--- src/rtl/value_change_scheduler.sv ---
// Delayed value scheduler: (value, delay) entries are queued in a small FIFO
// and applied to value_out one at a time, with update and change strobes.
module value_change_scheduler #(
  parameter int                DATA_W   = 8,
  parameter int                DLY_W    = 8,
  parameter int                DEPTH    = 4,
  parameter logic [DATA_W-1:0] INIT_VAL = {DATA_W{1'b0}}
) (
  input  logic                       clk,
  input  logic                       rst,
  input  logic                       in_valid,
  output logic                       in_ready,
  input  logic [DATA_W-1:0]          in_value,
  input  logic [DLY_W-1:0]           in_delay,
  input  logic                       pause,
  output logic [DATA_W-1:0]          value_out,
  output logic                       upd_strobe,
  output logic                       chg_strobe,
  output logic                       busy,
  output logic [$clog2(DEPTH):0]     level
);

  localparam int PTR_W = $clog2(DEPTH);
  localparam int LVL_W = PTR_W + 1;

  typedef enum logic [0:0] {
    IDLE = 1'b0,
    HOLD = 1'b1
  } state_e;

  state_e state_q, state_d;

  logic [DATA_W-1:0] val_mem_q [DEPTH];
  logic [DATA_W-1:0] val_mem_d [DEPTH];
  logic [DLY_W-1:0]  dly_mem_q [DEPTH];
  logic [DLY_W-1:0]  dly_mem_d [DEPTH];

  logic [PTR_W-1:0]  wr_ptr_q, wr_ptr_d;
  logic [PTR_W-1:0]  rd_ptr_q, rd_ptr_d;
  logic [LVL_W-1:0]  count_q, count_d;
  logic [DLY_W-1:0]  cnt_q, cnt_d;
  logic [DATA_W-1:0] hold_val_q, hold_val_d;
  logic [DATA_W-1:0] value_out_q, value_out_d;
  logic              upd_q, upd_d;
  logic              chg_q, chg_d;

  logic push_s;
  logic pop_s;
  logic apply_s;
  logic fifo_empty_s;
  logic fifo_full_s;

  assign fifo_empty_s = (count_q == {LVL_W{1'b0}});
  assign fifo_full_s  = (count_q == LVL_W'(DEPTH));
  assign push_s       = in_valid && !fifo_full_s;
  // Pop is decided from registered occupancy, so a fresh push waits one edge.
  assign pop_s        = (state_q == IDLE) && !fifo_empty_s;
  assign apply_s      = (state_q == HOLD) && !pause && (cnt_q == {DLY_W{1'b0}});

  assign in_ready   = !fifo_full_s;
  assign level      = count_q;
  assign busy       = (state_q != IDLE) || !fifo_empty_s;
  assign value_out  = value_out_q;
  assign upd_strobe = upd_q;
  assign chg_strobe = chg_q;

  // State register.
  always_ff @(posedge clk) begin
    if (!rst) begin
      state_q <= IDLE;
    end else begin
      state_q <= state_d;
    end
  end

  // Next-state logic.
  always_comb begin
    state_d = state_q;
    case (state_q)
      IDLE: begin
        if (pop_s) state_d = HOLD;
        else       state_d = IDLE;
      end
      HOLD: begin
        if (apply_s) state_d = IDLE;
        else         state_d = HOLD;
      end
      default: state_d = IDLE;
    endcase
  end

  // FIFO bookkeeping, delay countdown and apply outputs.
  always_comb begin
    for (int i = 0; i < DEPTH; i++) begin
      if (push_s && (wr_ptr_q == PTR_W'(i))) begin
        val_mem_d[i] = in_value;
        dly_mem_d[i] = in_delay;
      end else begin
        val_mem_d[i] = val_mem_q[i];
        dly_mem_d[i] = dly_mem_q[i];
      end
    end

    if (push_s) wr_ptr_d = wr_ptr_q + PTR_W'(1);
    else        wr_ptr_d = wr_ptr_q;

    if (pop_s) rd_ptr_d = rd_ptr_q + PTR_W'(1);
    else       rd_ptr_d = rd_ptr_q;

    case ({push_s, pop_s})
      2'b10:   count_d = count_q + LVL_W'(1);
      2'b01:   count_d = count_q - LVL_W'(1);
      default: count_d = count_q;
    endcase

    cnt_d       = cnt_q;
    hold_val_d  = hold_val_q;
    value_out_d = value_out_q;
    upd_d       = 1'b0;
    chg_d       = 1'b0;
    case (state_q)
      IDLE: begin
        if (pop_s) begin
          cnt_d      = dly_mem_q[rd_ptr_q];
          hold_val_d = val_mem_q[rd_ptr_q];
        end else begin
          cnt_d      = cnt_q;
        end
      end
      HOLD: begin
        if (pause) begin
          cnt_d = cnt_q;
        end else if (cnt_q != {DLY_W{1'b0}}) begin
          cnt_d = cnt_q - DLY_W'(1);
        end else begin
          value_out_d = hold_val_q;
          upd_d       = 1'b1;
          chg_d       = (hold_val_q != value_out_q);
        end
      end
      default: begin
        cnt_d = {DLY_W{1'b0}};
      end
    endcase
  end

  // Datapath registers; reset drops any queued or in-flight entry.
  always_ff @(posedge clk) begin
    if (!rst) begin
      for (int i = 0; i < DEPTH; i++) begin
        val_mem_q[i] <= {DATA_W{1'b0}};
        dly_mem_q[i] <= {DLY_W{1'b0}};
      end
      wr_ptr_q    <= {PTR_W{1'b0}};
      rd_ptr_q    <= {PTR_W{1'b0}};
      count_q     <= {LVL_W{1'b0}};
      cnt_q       <= {DLY_W{1'b0}};
      hold_val_q  <= {DATA_W{1'b0}};
      value_out_q <= INIT_VAL;
      upd_q       <= 1'b0;
      chg_q       <= 1'b0;
    end else begin
      for (int i = 0; i < DEPTH; i++) begin
        val_mem_q[i] <= val_mem_d[i];
        dly_mem_q[i] <= dly_mem_d[i];
      end
      wr_ptr_q    <= wr_ptr_d;
      rd_ptr_q    <= rd_ptr_d;
      count_q     <= count_d;
      cnt_q       <= cnt_d;
      hold_val_q  <= hold_val_d;
      value_out_q <= value_out_d;
      upd_q       <= upd_d;
      chg_q       <= chg_d;
    end
  end

endmodule

--- config.mk ---
export PLATFORM = sky130hd
export DESIGN_NAME = value_change_scheduler
export DESIGN_NICKNAME = d
export VERILOG_FILES = /design/src/rtl/value_change_scheduler.sv
export SDC_FILE = /design/constraint.sdc
export NUM_CORES = 1
export LEC_CHECK = 0
export BUFFER_PORTS_ARGS = -buffer_cell sky130_fd_sc_hd__buf_2
export CORE_MARGIN = 4
export CORE_UTILIZATION = 35
export DETAILED_ROUTE_END_ITERATION = 10
export SETUP_SLACK_MARGIN = 0.15
export SYNTH_ARGS = -nofsm -noshare
export SYNTH_HDL_FRONTEND = slang
export SYNTH_SLANG_ARGS = --single-unit
--- constraint.sdc ---
create_clock -name clk -period 5 [get_ports clk]
set_input_delay 1 -clock clk [delete_from_list [all_inputs] [get_ports clk]]
set_output_delay 1 -clock clk [all_outputs]
set_load 0.01 [all_outputs]
== Word-level counts from Yosys, hierarchy flattened ==
Memories as Yosys holds them, arrays and structs flattened. A register that Yosys moved wholly into a read port is not among the register bits.
Cells that the tools add are included.
Word-level totals
  register bits: 26
  bits in latches: 0
  RAM bits: 64
  bits in read-only memories: 0
  input bits: 20
  memories: 2
Operators by class
  add/sub/neg operators: 5
  $mul: 0
  divide/modulo/power cells: 0
  order comparisons: 0
  equality and inequality tests: 14
  shifts and indexed selects: 0
  muxes and demuxes: 29
  bitwise logic cells: 12
  reductions and logical operators: 27
Memories
  dly_mem_q: depth 4, width 8, rd ports 1, clocked after memory_dff 1, wr ports 4, RTL line 35  | logic [DLY_W-1:0] dly_mem_q [DEPTH];
  val_mem_q: depth 4, width 8, rd ports 1, clocked after memory_dff 1, wr ports 4, RTL line 33  | logic [DATA_W-1:0] val_mem_q [DEPTH];
Operators with widths (number)
  8-bit two-way mux: 19
  8-bit one-hot mux with 2 select lines: 1
  2-bit AND reduction: 5
  1-bit logical AND: 8
  8-bit logical NOT: 1
  8-bit inequality test: 1
  1-bit bitwise OR: 8
  8-bit nonzero test: 1
  8-bit by 1-bit subtractor with 8-bit output, second input constant: 1
  2-bit equality test, second input constant: 3
  3-bit one-hot mux with 2 select lines: 1
  3-bit AND reduction: 2
  1-bit two-way mux: 5
  2-bit by 1-bit adder with 2-bit output, second input constant: 2
  2-bit by 1-bit equality test with 1-bit output, second input constant: 2
  1-bit logical NOT: 4
  2-bit two-way mux: 2
  1-bit inequality test, second input constant: 4
  2-bit inequality test, second input constant: 2
  1-bit inverter: 4
  4-bit OR reduction: 1
  3-bit by 1-bit adder with 3-bit output, second input constant: 1
  3-bit equality test, second input constant: 1
  3-bit logical NOT: 1
  other kinds (7): 7

== Logic depth before layout (Yosys ltp) ==
Gate-level depths: netlist of the first run.
  depth after elaboration: 7
  depth in mapped cells: 11

== Worst setup path after synthesis of the first run ==
OpenSTA, ideal clock, no wires.
  kind: input port to flip-flop
  start point: in in_valid
  end point: reg count_q[2] (netlist: level[2])
  arrival: 2.437 ns
  required time: 4.930 ns
  setup slack: 2.492 ns
  stages: 9
  buffers on the path: 1
  cells stage by stage: and2_4 > buf_6 > inv_1 > ha_1 > inv_1 > fa_1 > xor2_1 > or3_1 > a21oi_1
On the way
  word-level cells in the longest chain between the ends: 3
RTL lines
  from (decl): RTL line 11  | input logic in_valid,
  1-bit logical AND *: RTL line 55  | assign push_s = in_valid && !fifo_full_s;
  2-bit by 1-bit equality test with 1-bit output or 2-bit equality test (tied branches): RTL line 110  | case ({push_s, pop_s})
  3-bit one-hot mux with 2 select lines or 2-bit nonzero test (tied branches)
  to (signal assigned): RTL line 156  | count_q <= {LVL_W{1'b0}};
  to (signal assigned): RTL line 169  | count_q <= count_d;
  to (decl): RTL line 40  | logic [LVL_W-1:0] count_q, count_d;
Every way passes the cells marked *; elsewhere a longest branch is shown, timed or not.
A chain may end at the register's enable or synchronous reset.

==> results.md, run 1 <==
Synthesis:
- After synthesis the netlist holds a flip-flop and latch count of 100.
- After synthesis, the cell types taking the most area are sky130_fd_sc_hd__edfxtp_1 42%, sky130_fd_sc_hd__dfxtp_1 16%, sky130_fd_sc_hd__and2_1 9.0%.
- Synthesis produced a netlist with a net count of 380.
- The synthesized netlist occupies a cell area of 4530 sq um.
- The unique cell type count in the Yosys netlist is 51.
- Counting flops with an async set or reset pin after synthesis yields a share of 0%.
- The share of the Yosys chip area taken by registers is 58.4%.
- Synthesis produced 353 cells.
- In this run, synthesis inferred 64 flip-flops with an integrated enable.
- The number of warning messages in the yosys log is 0.
- Of all cell types, the one taking the most synthesized area is sky130_fd_sc_hd__edfxtp_1.
- The share of synthesized area in the top cell type comes to 42.4%.
- The flip-flop cell with the highest count after synthesis is sky130_fd_sc_hd__edfxtp_1.
- Each instance of the synthesized netlist takes up on average 12.8 sq um.

Clocking:
- After clock tree synthesis, the clock-pin slew on the worst setup and hold paths is 0.07 ns.
- The CTS tree is done.
- The clock sink count is 100.
- The tree is rooted in a sky130_fd_sc_hd__clkbuf_16.
- TritonCTS created 9 clock buffers.
- The number of H-tree branching levels is 3.
- After clock tree synthesis, the repair step resized 0 gates.
- After clock tree synthesis, the setup repair step added 0 buffers.
- For the worst-skew pair, the clock arrives at the later sink with an insertion delay of 0.35 ns.
- After clock tree synthesis, the flow added hold-fix buffers numbering 0.
- The number of buffers on the longest clock path is 2.

Setup path:
- STA classifies the critical path endpoint as a flop.
- For the worst setup path, the data arrival time is 2.98 ns.
- The startpoint type of the worst setup path is an input pin.
- In this run the critical register-to-register path is launched from level[0]$_SDFFE_PN0P_.
- The required time at the endpoint of the critical path is 5.28 ns.
- The cell count of the worst reg-to-reg path is 9.
- The critical path starts at rst.
- The critical setup path kind is in -> reg.
- The delay of the slowest cell on the worst path is 0.83 ns.
- The critical path goes through buf_2 -> clkinv_1 -> a31oi_1 -> a22o_1.
- The cell with the biggest individual delay on the critical path is sky130_fd_sc_hd__a31oi_1.
- The peak fanout along the critical path is 26.

Global route:
- Global routing consumed, over all layers together, 13.2% of the routing resources.
- The via count of the first global-routing pass is 2,759.
- The first global-routing pass estimated 14,900 microns of wire.
- The largest net degree at the start of global routing is 27.
- The initial antenna violation count is 0.
- Global routing finished with a remaining overflow of 0.

Floorplan:
- The starting utilization of the core area is 35.9%.
- In this run the count of I/O pins placed on the die edge is 35.
- The row count is 41.
- The horizontal die dimension is 122 microns.
- In this run the standard cell core region covers 12,600 sq um.
- The die extent in y is 122 microns.
- The die outline area is 14,800 sq um.

Pwr:
- The share of total power dissipated in the clock network is 26.1%.
- The internal cell power is 0.00180 W.
- The analysis attributes to cell leakage a power of 1.97 nW.
- The sequential cell fraction of total power is 43.2%.
- Of the total power, the share spent switching nets is 34.2%.
- Power spread over the standard cell area amounts to 535 nW/um^2.
- The share of power burned in combinational logic is 30.7%.
- In this run the power spent charging and discharging nets is 0.000936 W.
- The worst-case IR drop observed on VDD is 178 uV.

Worst hold path:
- The class of the worst hold path is reg -> reg.
- The cell count of the worst hold path is 2.
- The worst hold path begins at hold_val_q[5]$_SDFFE_PN0P_.

STA:
- The accumulated negative setup slack is 0 ns.
- The number of hold-slack violations in the final timing report is 0.
- The shortest period the worst path allows is 2.70 ns.
- The final max-slew violation count is 0.
- The worst pin sits at a relative slew slack of 42.5%.
- Setup violations remaining at the end of the flow were counted as 0.
- The slew of the pin with the lowest slew margin is 0.860 ns.
- Between clock sinks in the finished design, the worst skew comes to 0.0125 ns.
- Setup repair after global routing left no endpoint under its margin.
- The final critical path takes up 54.0% of the cycle.
- Based on the critical path, the design can be clocked at up to 371 MHz.

Final layout:
- Cells with a size suffix above 1 make up 21.5% of the layout.
- The final layout contains 408 nets.
- The number of antenna diodes in the final layout is 0.
- At the end of the flow the core is filled with cells to 40.5%.
- The multi-input combinational cell area is 1730 sq um.
- Relative to the synthesized area, the layout overhead comes to 12.9%.
- The total area of sequential cells is 2640 sq um.
- The number of filler instances in the final layout is 1,216.

Drt:
- The routed length per instance is 16.8 microns.
- For this run, the detailed router's first-pass iteration total came to 4.
- The routed design has 9350 microns of wire.
- In this run, the number of DRC markers left after iteration 0 of detailed routing was 181.
- Once detail routing completed, the nets flagged for antenna violations numbered 0.
- The post-detailed-route via-to-cell ratio is 4.92.
- The detailed router placed 2,748 vias in this run.
- For this run, design rule violations remaining after detail routing come to 0.

Outcome:
- The flow ran to the end, and the final reports show no timing, DRC or antenna violations.

Placed design:
- The number of input and output port buffers inserted is 34.
- Routability-driven placement finished with a final weighted congestion of 0.791.
- The detailed placer's ending HPWL is 6050 microns.

Run:
- The number of maximum-capacitance violations is 0.
==> metrics by stage <==
step                      std cells  instance area [sq um]  total power (W)  hold slack [ns]  setup WS (ns)
after floorplan                 353                   4530          0.00184            0.456           2.49
after global placement          542                   4810          0.00203            0.480           2.07
after detailed placement        542                   4810          0.00204            0.479           1.95
after CTS                       558                   5110          0.00276            0.489           2.31
after global routing            558                   5110          0.00290            0.524           2.15
final                           558                   5110          0.00274            0.486           2.30
==> sequential cells by signal, indices dropped and copies added (netlist names), named ones only <==
name and cells:
level 3, chg_strobe 1, val_mem_q 32, dly_mem_q 32, cnt_q 8, upd_strobe 1, state_q 1, value_out 8
wr_ptr_q 2, rd_ptr_q 2, hold_val_q 8
==> placed cells by master (no fill, tap or decap), drive strengths merged, types with 5 or more instances in the layout <==
master	n
mux4	16
and2	68
nor4	5
a31oi	5
nor2	10
buf	34
nand2	30
ha	6
clkbuf	9
o21ai	6
edfxtp	64
xor2	10
dfxtp	36
nand3	7
inv	16
a21oi	14
a22o	9
==> power by group through the flow <==
stage / Sequential, W / Clock [W] / Combinational (W)
6_report: 0.00118 / 0.000714 / 0.000840
5_1_grt: 0.00121 / 0.000756 / 0.000938
4_1_cts: 0.00118 / 0.000726 / 0.000849
3_5_place_dp: 0.00120 / 0 / 0.000842
3_3_place_gp: 0.00120 / 0 / 0.000835
2_1_floorplan: 0.00113 / 0 / 0.000707
==> critical path, delay by kind of cell <==
kind / cells / cell delay, ns
AOI/OAI and AO/OA: 2 / 1.07
buffers and inverters: 2 / 0.90
==> routing by layer <==
layer,global-route usage [%],share of wire [%],vias up
met5,0,0,-
met4,4.76,1.8,0
met3,2.23,2.8,13
met2,21.4,48,55
met1,18.0,48,1343
li1,-,-,1337
==> layout make-up <==
type | instances | area share [%]
tap | 172 | 4.21
clock buffer | 9 | 4.41
multi-input combinational | 223 | 33.9
timing repair buffer | 34 | 3.33
clock inverter | 7 | 1.52
inverter | 13 | 0.954
sequential | 100 | 51.7
==> kinds of logic (layout without fill, tap and decap cells) <==
logic type | after synthesis | after routing | share of synthesized area, %
AND/OR/NAND/NOR | 137 | 137 | 17.8
flip-flops | 100 | 100 | 58.4
AO/OA/AOI/OAI | 47 | 47 | 7.16
buffers and inverters | 30 | 63 | 3.37
multiplexers | 19 | 19 | 8.68
XOR/XNOR | 13 | 13 | 2.51
adder cells (fa/ha/maj) | 7 | 7 | 2.10
==> synth_stat cells (3+ instances only) <==
master                     number
sky130_fd_sc_hd__nand3_1        7
sky130_fd_sc_hd__o22ai_1        4
sky130_fd_sc_hd__mux4_2        16
sky130_fd_sc_hd__xor2_1        10
sky130_fd_sc_hd__clkbuf_1       6
sky130_fd_sc_hd__nor4_1         5
sky130_fd_sc_hd__and2_1        65
sky130_fd_sc_hd__a22o_1         8
sky130_fd_sc_hd__nor2_1         9
sky130_fd_sc_hd__ha_1           6
sky130_fd_sc_hd__and3_4         3
sky130_fd_sc_hd__and2_4         3
sky130_fd_sc_hd__a21oi_1       14
sky130_fd_sc_hd__buf_2          5
sky130_fd_sc_hd__o21ai_0        5
sky130_fd_sc_hd__a31oi_1        5
sky130_fd_sc_hd__inv_1         11
sky130_fd_sc_hd__xnor2_1        3
sky130_fd_sc_hd__nand2_1       30
sky130_fd_sc_hd__dfxtp_1       36
sky130_fd_sc_hd__edfxtp_1      64
sky130_fd_sc_hd__buf_6          4
==> worst paths after layout <==
| kind | endpoint | slack (ns) |
|---|---|---|
| worst min-delay path | hold_val_q[5]$_SDFFE_PN0P_ | 0.49 |
| worst max-delay path | value_out[7]$_SDFFE_PN0P_ | 2.30 |
| worst max register to register | level[2]$_SDFFE_PN0P_ | 2.37 |
| worst min register to register | hold_val_q[5]$_SDFFE_PN0P_ | 0.49 |
No activity file was read; power rests on OpenSTA's default activity.
==> run 2: changes to the inputs <==
Clock period 5 ns to 2.5 ns, I/O delays scaled along.
==> results.md, run 2 (synthesized netlist as in run 1, its figures left out) <==
Global route:
- The initial antenna violation count was 0 (unchanged).
- The via count of the first global-routing pass is 2,798 (was 2,759).
- The global routing usage summed across all routing layers came to 13.0% (was 13.2%).
- The largest net degree at the start of global routing is 18 (was 27).
- The first-pass GRT wire length is 14,800 microns (was 14,900 microns).
- The aggregate global routing overflow is 0 (unchanged).

Floorplan:
- The boundary pin count is 35 (unchanged).
- The horizontal die dimension came to 122 microns (unchanged).
- The row count is 41 (unchanged).
- The starting utilization of the core area is 35.9% (unchanged).
- The die outline area is 14,800 sq um (unchanged).
- The total core area is 12,600 sq um (unchanged).
- The die extent in y is 122 microns (unchanged).

Drt:
- The overall via count from detail_route is 2,774 (was 2,748).
- The number of iterations in the first detailed-routing pass is 6 (was 4).
- The initial detailed-routing violation count is 153 (was 181).
- The number of nets with antenna violations after detailed routing is 0 (unchanged).
- The post-detailed-routing wire length was 9160 microns (was 9350 microns).
- The DRC violation count after routing came to 0 (unchanged).
- The post-detailed-route via-to-cell ratio came to 4.88 (was 4.92).
- The routed length per instance is 16.1 microns (was 16.8 microns).

Final layout:
- The multi-input combinational cell area is 1740 sq um (was 1730 sq um).
- The area growth from synthesis to layout is 14.3% (was 12.9%).
- The number of filler instances in the final layout is 1,227 (was 1,216).
- The ratio of cells with drive above 1 in the final layout came to 24.4% (was 21.5%).
- The most common library cell in the layout ignoring fill and taps is sky130_fd_sc_hd__and2_1 (unchanged).
- The count of antenna diodes in the layout is 0 (unchanged).
- Highest-count cells in the layout ignoring fill and taps: 65 x sky130_fd_sc_hd__and2_1, 64 x sky130_fd_sc_hd__edfxtp_1, 34 x sky130_fd_sc_hd__buf_2 (was 65 x sky130_fd_sc_hd__and2_1, 64 x sky130_fd_sc_hd__edfxtp_1, 36 x sky130_fd_sc_hd__dfxtp_1).
- Registers with the most flip-flops: dly_mem_q (32), val_mem_q (32) (unchanged).
- The final net count is 419 (was 408).
- The total area of sequential cells was 2650 sq um (was 2640 sq um).

Setup path:
- The peak fanout along the critical path came to 5 (was 26).
- The startpoint type of the worst setup path is a flop (was input pin).
- The critical setup path kind is reg -> reg (was in -> reg).
- The endpoint class of the critical path was a flop (unchanged).
- The required time at the endpoint of the critical path is 2.77 ns (was 5.28 ns).
- The data arrival at the endpoint of the critical path is 2.57 ns (was 2.98 ns).

Clocking:
- The clock sink count is 100 (unchanged).
- The clock-pin slew on the worst setup and hold paths is 0.07 ns (about the same).
- The number of H-tree branching levels came to 3 (unchanged).
- The total clock buffers created by CTS is 9 (unchanged).
- The number of buffers on the longest clock path came to 2 (unchanged).
- The root cell of the clock tree is sky130_fd_sc_hd__clkbuf_16 (unchanged).
- The number of hold-repair buffers added at the cts stage came to 0 (unchanged).
- The CTS tree is done (unchanged).
- The clock latency at the later pin of the worst-skew pair is 0.34 ns (was 0.35 ns).

Placed design:
- The number of input and output port buffers inserted is 34 (unchanged).
- The pre-CTS setup slack is 0.127 ns (was 1.95 ns).
- The final estimated routing congestion in global placement is 0.775 (was 0.791).
- The detailed placer's ending HPWL is 6120 microns (was 6050 microns).

STA:
- The final count of negative-setup-slack endpoints was 0 (unchanged).
- Of the available clock period, the critical path in the final layout requires 92.0%.
- The slew of the pin with the lowest slew margin came to 0.652 ns (was 0.860 ns).
- The number of hold-slack violations in the final timing report is 0 (unchanged).
- The post-layout worst setup margin is 0.200 ns (was 2.30 ns).
- The shortest period the worst path allows is 2.30 ns.
- The worst-case headroom to the max-slew limit is 56.5% (was 42.5%).
- The final max-slew violation count is 0 (unchanged).
- The maximum clock skew at final layout is 0.00648 ns (was 0.0125 ns).
- Setup repair after global routing missed its margin: false (unchanged).
- The highest clock rate is 435 MHz.
- The accumulated negative setup slack is 0 ns (unchanged).

Pwr:
- The static leakage power was 2.00 nW (was 1.97 nW).
- The highest ir drop seen on vdd is 401 uV (was 178 uV).
- The power per unit of standard cell area came to 1050 nW/um^2 (was 535 nW/um^2).

Run:
- The number of maximum-capacitance violations was 0 (unchanged).

Worst hold path:
- The class of the worst hold path is in -> reg (was reg -> reg).

Outcome:
- Status: completed (unchanged).
-- run 2: cell types whose count changed in the layout (fill, tap and decap cells not counted), sizes merged --
cell,change
inv,-1
clkinvlp,+2
bufinv,-1
buf,+11
-- run 2: critical path, cell delays in order, from the launching register on --
cell and delay, ns:
sky130_fd_sc_hd__dfxtp_2 0.35, sky130_fd_sc_hd__or3b_4 0.40, sky130_fd_sc_hd__and2_4 0.15, sky130_fd_sc_hd__inv_1 0.05
sky130_fd_sc_hd__ha_1 0.18, sky130_fd_sc_hd__inv_1 0.06, sky130_fd_sc_hd__fa_1 0.38, sky130_fd_sc_hd__xor2_1 0.17
sky130_fd_sc_hd__or3_1 0.35, sky130_fd_sc_hd__a21oi_2 0.15
-- run 2: final timing paths --
path | startpoint | endpoint | slack [ns] | cells past startpoint
worst min-delay path | in_delay[1] | dly_mem_q[1][1]$_SDFFCE_PN0P_ | 0.46 | 2
worst max register to register | level[0]$_SDFFE_PN0P_ | level[2]$_SDFFE_PN0P_ | 0.20 | 9
worst min register to register | hold_val_q[4]$_SDFFE_PN0P_ | hold_val_q[4]$_SDFFE_PN0P_ | 0.48 | 2
worst max-delay path | level[0]$_SDFFE_PN0P_ | level[2]$_SDFFE_PN0P_ | 0.20 | 9
-- run 2: cell type report --
| cell class | instances | share of cell area (%) |
|---|---|---|
| Clock buffer | 9 | 4.35 |
| Sequential cell | 100 | 51.1 |
| Inverter | 13 | 0.991 |
| Timing Repair Buffer | 45 | 4.88 |
| Tap cell | 172 | 4.16 |
| Multi-Input combinational cell | 223 | 33.5 |
| Clock inverter | 7 | 0.967 |
-- run 2: what timing repair did --
action	4_1_cts	5_1_grt
setup buffers	2	0
endpoints found under the hold margin	0	0
gates resized for setup	1	0
endpoints found under the setup margin	1	0
-- run 2: where the power goes --
group / switching, W / internal [W]
clock: 0.000613 / 0.000680
sequential: 0.000276 / 0.00207
combinational: 0.000990 / 0.000827
-- run 2: per-stage QoR --
stage	total power (W)	hold slack, ns	util (%)	cells	cell area, sq um
4_1_cts	0.00550	0.454	41.0	569	5180
3_3_place_gp	0.00413	0.474	38.7	551	4880
3_5_place_dp	0.00418	0.479	38.7	551	4880
6_report	0.00545	0.462	41.0	569	5180
2_1_floorplan	0.00369	0.456	-	353	4530
5_1_grt	0.00579	0.473	41.0	569	5180
-- run 2: per-layer routing --
metal  track usage [%]  part of all wire, %  vias up
met5                 0                    0        -
met4              5.81                  1.9        0
met3              2.37                  3.3       16
met2              21.2                   49       59
met1              17.0                   46     1347
li1                  -                    -     1352
==> run 3: changes to the inputs <==
Clock period 2.5 ns to 1.9 ns, I/O delays scaled along.
==> results.md, run 3 (synthesized netlist as in run 1, its figures left out) <==
STA:
- The worst-case headroom to the max-slew limit is 51.7% (was 56.5%).
- The shortest period the worst path allows is 2.11 ns (was 2.30 ns).
- The maximum clock skew at final layout was 0.00542 ns (was 0.00648 ns).
- The number of hold-slack violations in the final timing report is 0 (unchanged).
- The post-layout worst setup margin was -0.210 ns (was 0.200 ns).
- The ratio of final minimum period to clock period came to 111% (was 92.0%).
- The worst slack on hold paths is 0.370 ns (was 0.462 ns).
- Setup repair after global routing missed its margin: true (was false).
- The highest clock rate is 474 MHz (was 435 MHz).
- The final count of negative-setup-slack endpoints is 2 (was 0).
- The slew of the pin with the lowest slew margin was 0.721 ns (was 0.652 ns).
- The final max-slew violation count is 0 (unchanged).

Clocking:
- The clock sink count is 100 (unchanged).
- The number of H-tree branching levels was 3 (unchanged).
- The total clock buffers created by CTS came to 9 (unchanged).
- The root cell of the clock tree is sky130_fd_sc_hd__clkbuf_16 (unchanged).
- The clock latency at the later pin of the worst-skew pair is 0.34 ns (about the same).
- The number of buffers on the longest clock path is 2 (unchanged).
- The CTS tree is done (unchanged).
- The number of hold-repair buffers added at the cts stage came to 0 (unchanged).
- The clock-pin slew on the worst setup and hold paths is 0.07 ns (about the same).

Worst hold path:
- The class of the worst hold path is in -> reg (unchanged).
- The startpoint of the tightest hold check path is in_delay[0] (was in_delay[1]).

Floorplan:
- The starting utilization of the core area is 35.9% (unchanged).
- The die extent in y is 122 microns (unchanged).
- The total core area came to 12,600 sq um (unchanged).
- The row count is 41 (unchanged).
- The boundary pin count is 35 (unchanged).
- The horizontal die dimension is 122 microns (unchanged).
- The die outline area is 14,800 sq um (unchanged).

Placed design:
- The final estimated routing congestion in global placement is 0.758 (was 0.775).
- The detailed placer's ending HPWL was 6070 microns (was 6120 microns).
- The number of input and output port buffers inserted came to 34 (unchanged).

Outcome:
- Status: finished with violations (was completed).
- The final reports fail on setup timing.

Drt:
- The number of nets with antenna violations after detailed routing is 0 (unchanged).
- The DRC violation count after routing is 0 (unchanged).
- The routed length per instance is 16.5 microns (was 16.1 microns).
- The overall via count from detail_route is 2,921 (was 2,774).
- The post-detailed-routing wire length is 9730 microns (was 9160 microns).
- The post-detailed-route via-to-cell ratio is 4.95 (was 4.88).
- The initial detailed-routing violation count is 175 (was 153).
- The number of iterations in the first detailed-routing pass is 4 (was 6).

Final layout:
- The multi-input combinational cell area is 1950 sq um (was 1740 sq um).
- Registers with the most flip-flops: dly_mem_q (32), val_mem_q (32) (unchanged).
- The area growth from synthesis to layout came to 25.8% (was 14.3%).
- The final net count is 440 (was 419).
- The count of antenna diodes in the layout is 0 (unchanged).
- The total area of sequential cells is 2650 sq um (about the same).
- The number of filler instances in the final layout is 1,212 (was 1,227).
- The ratio of cells with drive above 1 in the final layout was 45.7% (was 24.4%).
- Highest-count cells in the layout ignoring fill and taps: 64 x sky130_fd_sc_hd__edfxtp_1, 59 x sky130_fd_sc_hd__and2_4, 34 x sky130_fd_sc_hd__buf_2 (was 65 x sky130_fd_sc_hd__and2_1, 64 x sky130_fd_sc_hd__edfxtp_1, 34 x sky130_fd_sc_hd__buf_2).
- The most common library cell in the layout ignoring fill and taps is sky130_fd_sc_hd__edfxtp_1 (was sky130_fd_sc_hd__and2_1).
- The post-layout utilization of the core is 45.1% (was 41.0%).

Global route:
- The global routing usage summed across all routing layers came to 13.3% (was 13.0%).
- The via count of the first global-routing pass is 2,872 (was 2,798).
- The initial antenna violation count came to 0 (unchanged).
- The aggregate global routing overflow was 0 (unchanged).
- The largest net degree at the start of global routing came to 26 (was 18).
- The first-pass GRT wire length is 15,200 microns (was 14,800 microns).

Setup path:
- The critical setup path kind is reg -> reg (unchanged).
- The startpoint type of the worst setup path is a flop (unchanged).
- The critical path launch point is level[2]$_SDFFE_PN0P_ (was level[0]$_SDFFE_PN0P_).
- The data arrival at the endpoint of the critical path came to 2.38 ns (was 2.57 ns).
- The required time at the endpoint of the critical path is 2.17 ns (was 2.77 ns).
- The source of the worst register-to-register timing path is level[2]$_SDFFE_PN0P_ (was level[0]$_SDFFE_PN0P_).
- The endpoint class of the critical path was a flop (unchanged).
- The peak fanout along the critical path was 3 (was 5).

Pwr:
- The highest ir drop seen on vdd is 491 uV (was 401 uV).
- The power per unit of standard cell area came to 1390 nW/um^2 (was 1050 nW/um^2).
- The overall power consumption is 0.00790 W (was 0.00545 W).
- The static leakage power is 2.25 nW (was 2.00 nW).

Run:
- The number of maximum-capacitance violations is 0 (unchanged).
run 3: cell count changes in the layout (fill, tap and decap cells not counted), moves of 3 or more:
| cell | delta |
|---|---|
| sky130_fd_sc_hd__and2_4 | +56 |
| sky130_fd_sc_hd__and2_1 | -56 |
| sky130_fd_sc_hd__inv_2 | +3 |
| sky130_fd_sc_hd__buf_4 | +9 |
| sky130_fd_sc_hd__inv_1 | -4 |
| sky130_fd_sc_hd__buf_6 | +3 |
| sky130_fd_sc_hd__nand3_2 | +3 |
| sky130_fd_sc_hd__nand3_1 | -3 |
| sky130_fd_sc_hd__buf_12 | +6 |
run 3: routing by layer:
layer | GRT usage, % | vias up | share of wire (%)
met2 | 21.2 | 95 | 48
met4 | 4.83 | 0 | 1.2
met5 | 0 | - | 0
li1 | - | 1400 | -
met3 | 2.55 | 10 | 5.5
met1 | 18.0 | 1416 | 45
run 3: area by class of cell:
type	count	area share, %
inverter	13	0.945
timing repair buffer	66	9.29
clock buffer	11	4.09
sequential	100	46.6
tap	172	3.78
clock inverter	5	1.05
multi-input combinational	223	34.2
run 3: path summary, 6_finish.rpt:
| kind | depth (start not counted) | endpoint | slack [ns] |
|---|---|---|---|
| max | 9 | level[2]$_SDFFE_PN0P_ | -0.21 |
| min | 2 | dly_mem_q[1][0]$_SDFFCE_PN0P_ | 0.37 |
| max reg2reg | 9 | level[2]$_SDFFE_PN0P_ | -0.21 |
| min reg2reg | 2 | hold_val_q[1]$_SDFFE_PN0P_ | 0.48 |
run 3: power breakdown:
group,internal [W],switching (W),leakage [nW]
clock network,0.00103,0.000794,0.141
registers,0.00273,0.000296,0.967
logic,0.00148,0.00157,1.14
total,0.00524,0.00266,2.25
run 3: worst max-delay path, cell delays in order, from the launching register on:
cell	delay (ns)
sky130_fd_sc_hd__dfxtp_2	0.34
sky130_fd_sc_hd__or3b_4	0.37
sky130_fd_sc_hd__and2_4	0.15
sky130_fd_sc_hd__inv_2	0.06
sky130_fd_sc_hd__ha_4	0.12
sky130_fd_sc_hd__inv_2	0.04
sky130_fd_sc_hd__fa_2	0.34
sky130_fd_sc_hd__xor2_1	0.17
sky130_fd_sc_hd__or3_1	0.32
sky130_fd_sc_hd__a21oi_2	0.13
run 3: what timing repair did:
action,CTS,global route
gates cloned,0,1
buffers inserted,2,10
endpoints found under the setup margin,31,61
hold endpoints to repair,0,0
pin swaps,1,32
resized for setup,2,91
run 3: stage by stage:
stage	instances	TNS [ns]	cell area (sq um)	worst slack, ns
6_report	590	-0.233	5700	-0.210
5_1_grt	590	-0.381	5700	-0.279
4_1_cts	579	-0.211	5330	-0.205
3_5_place_dp	561	-0.177	5000	-0.177
3_3_place_gp	561	-0.136	5000	-0.136
2_1_floorplan	353	-0.482	4560	-0.323
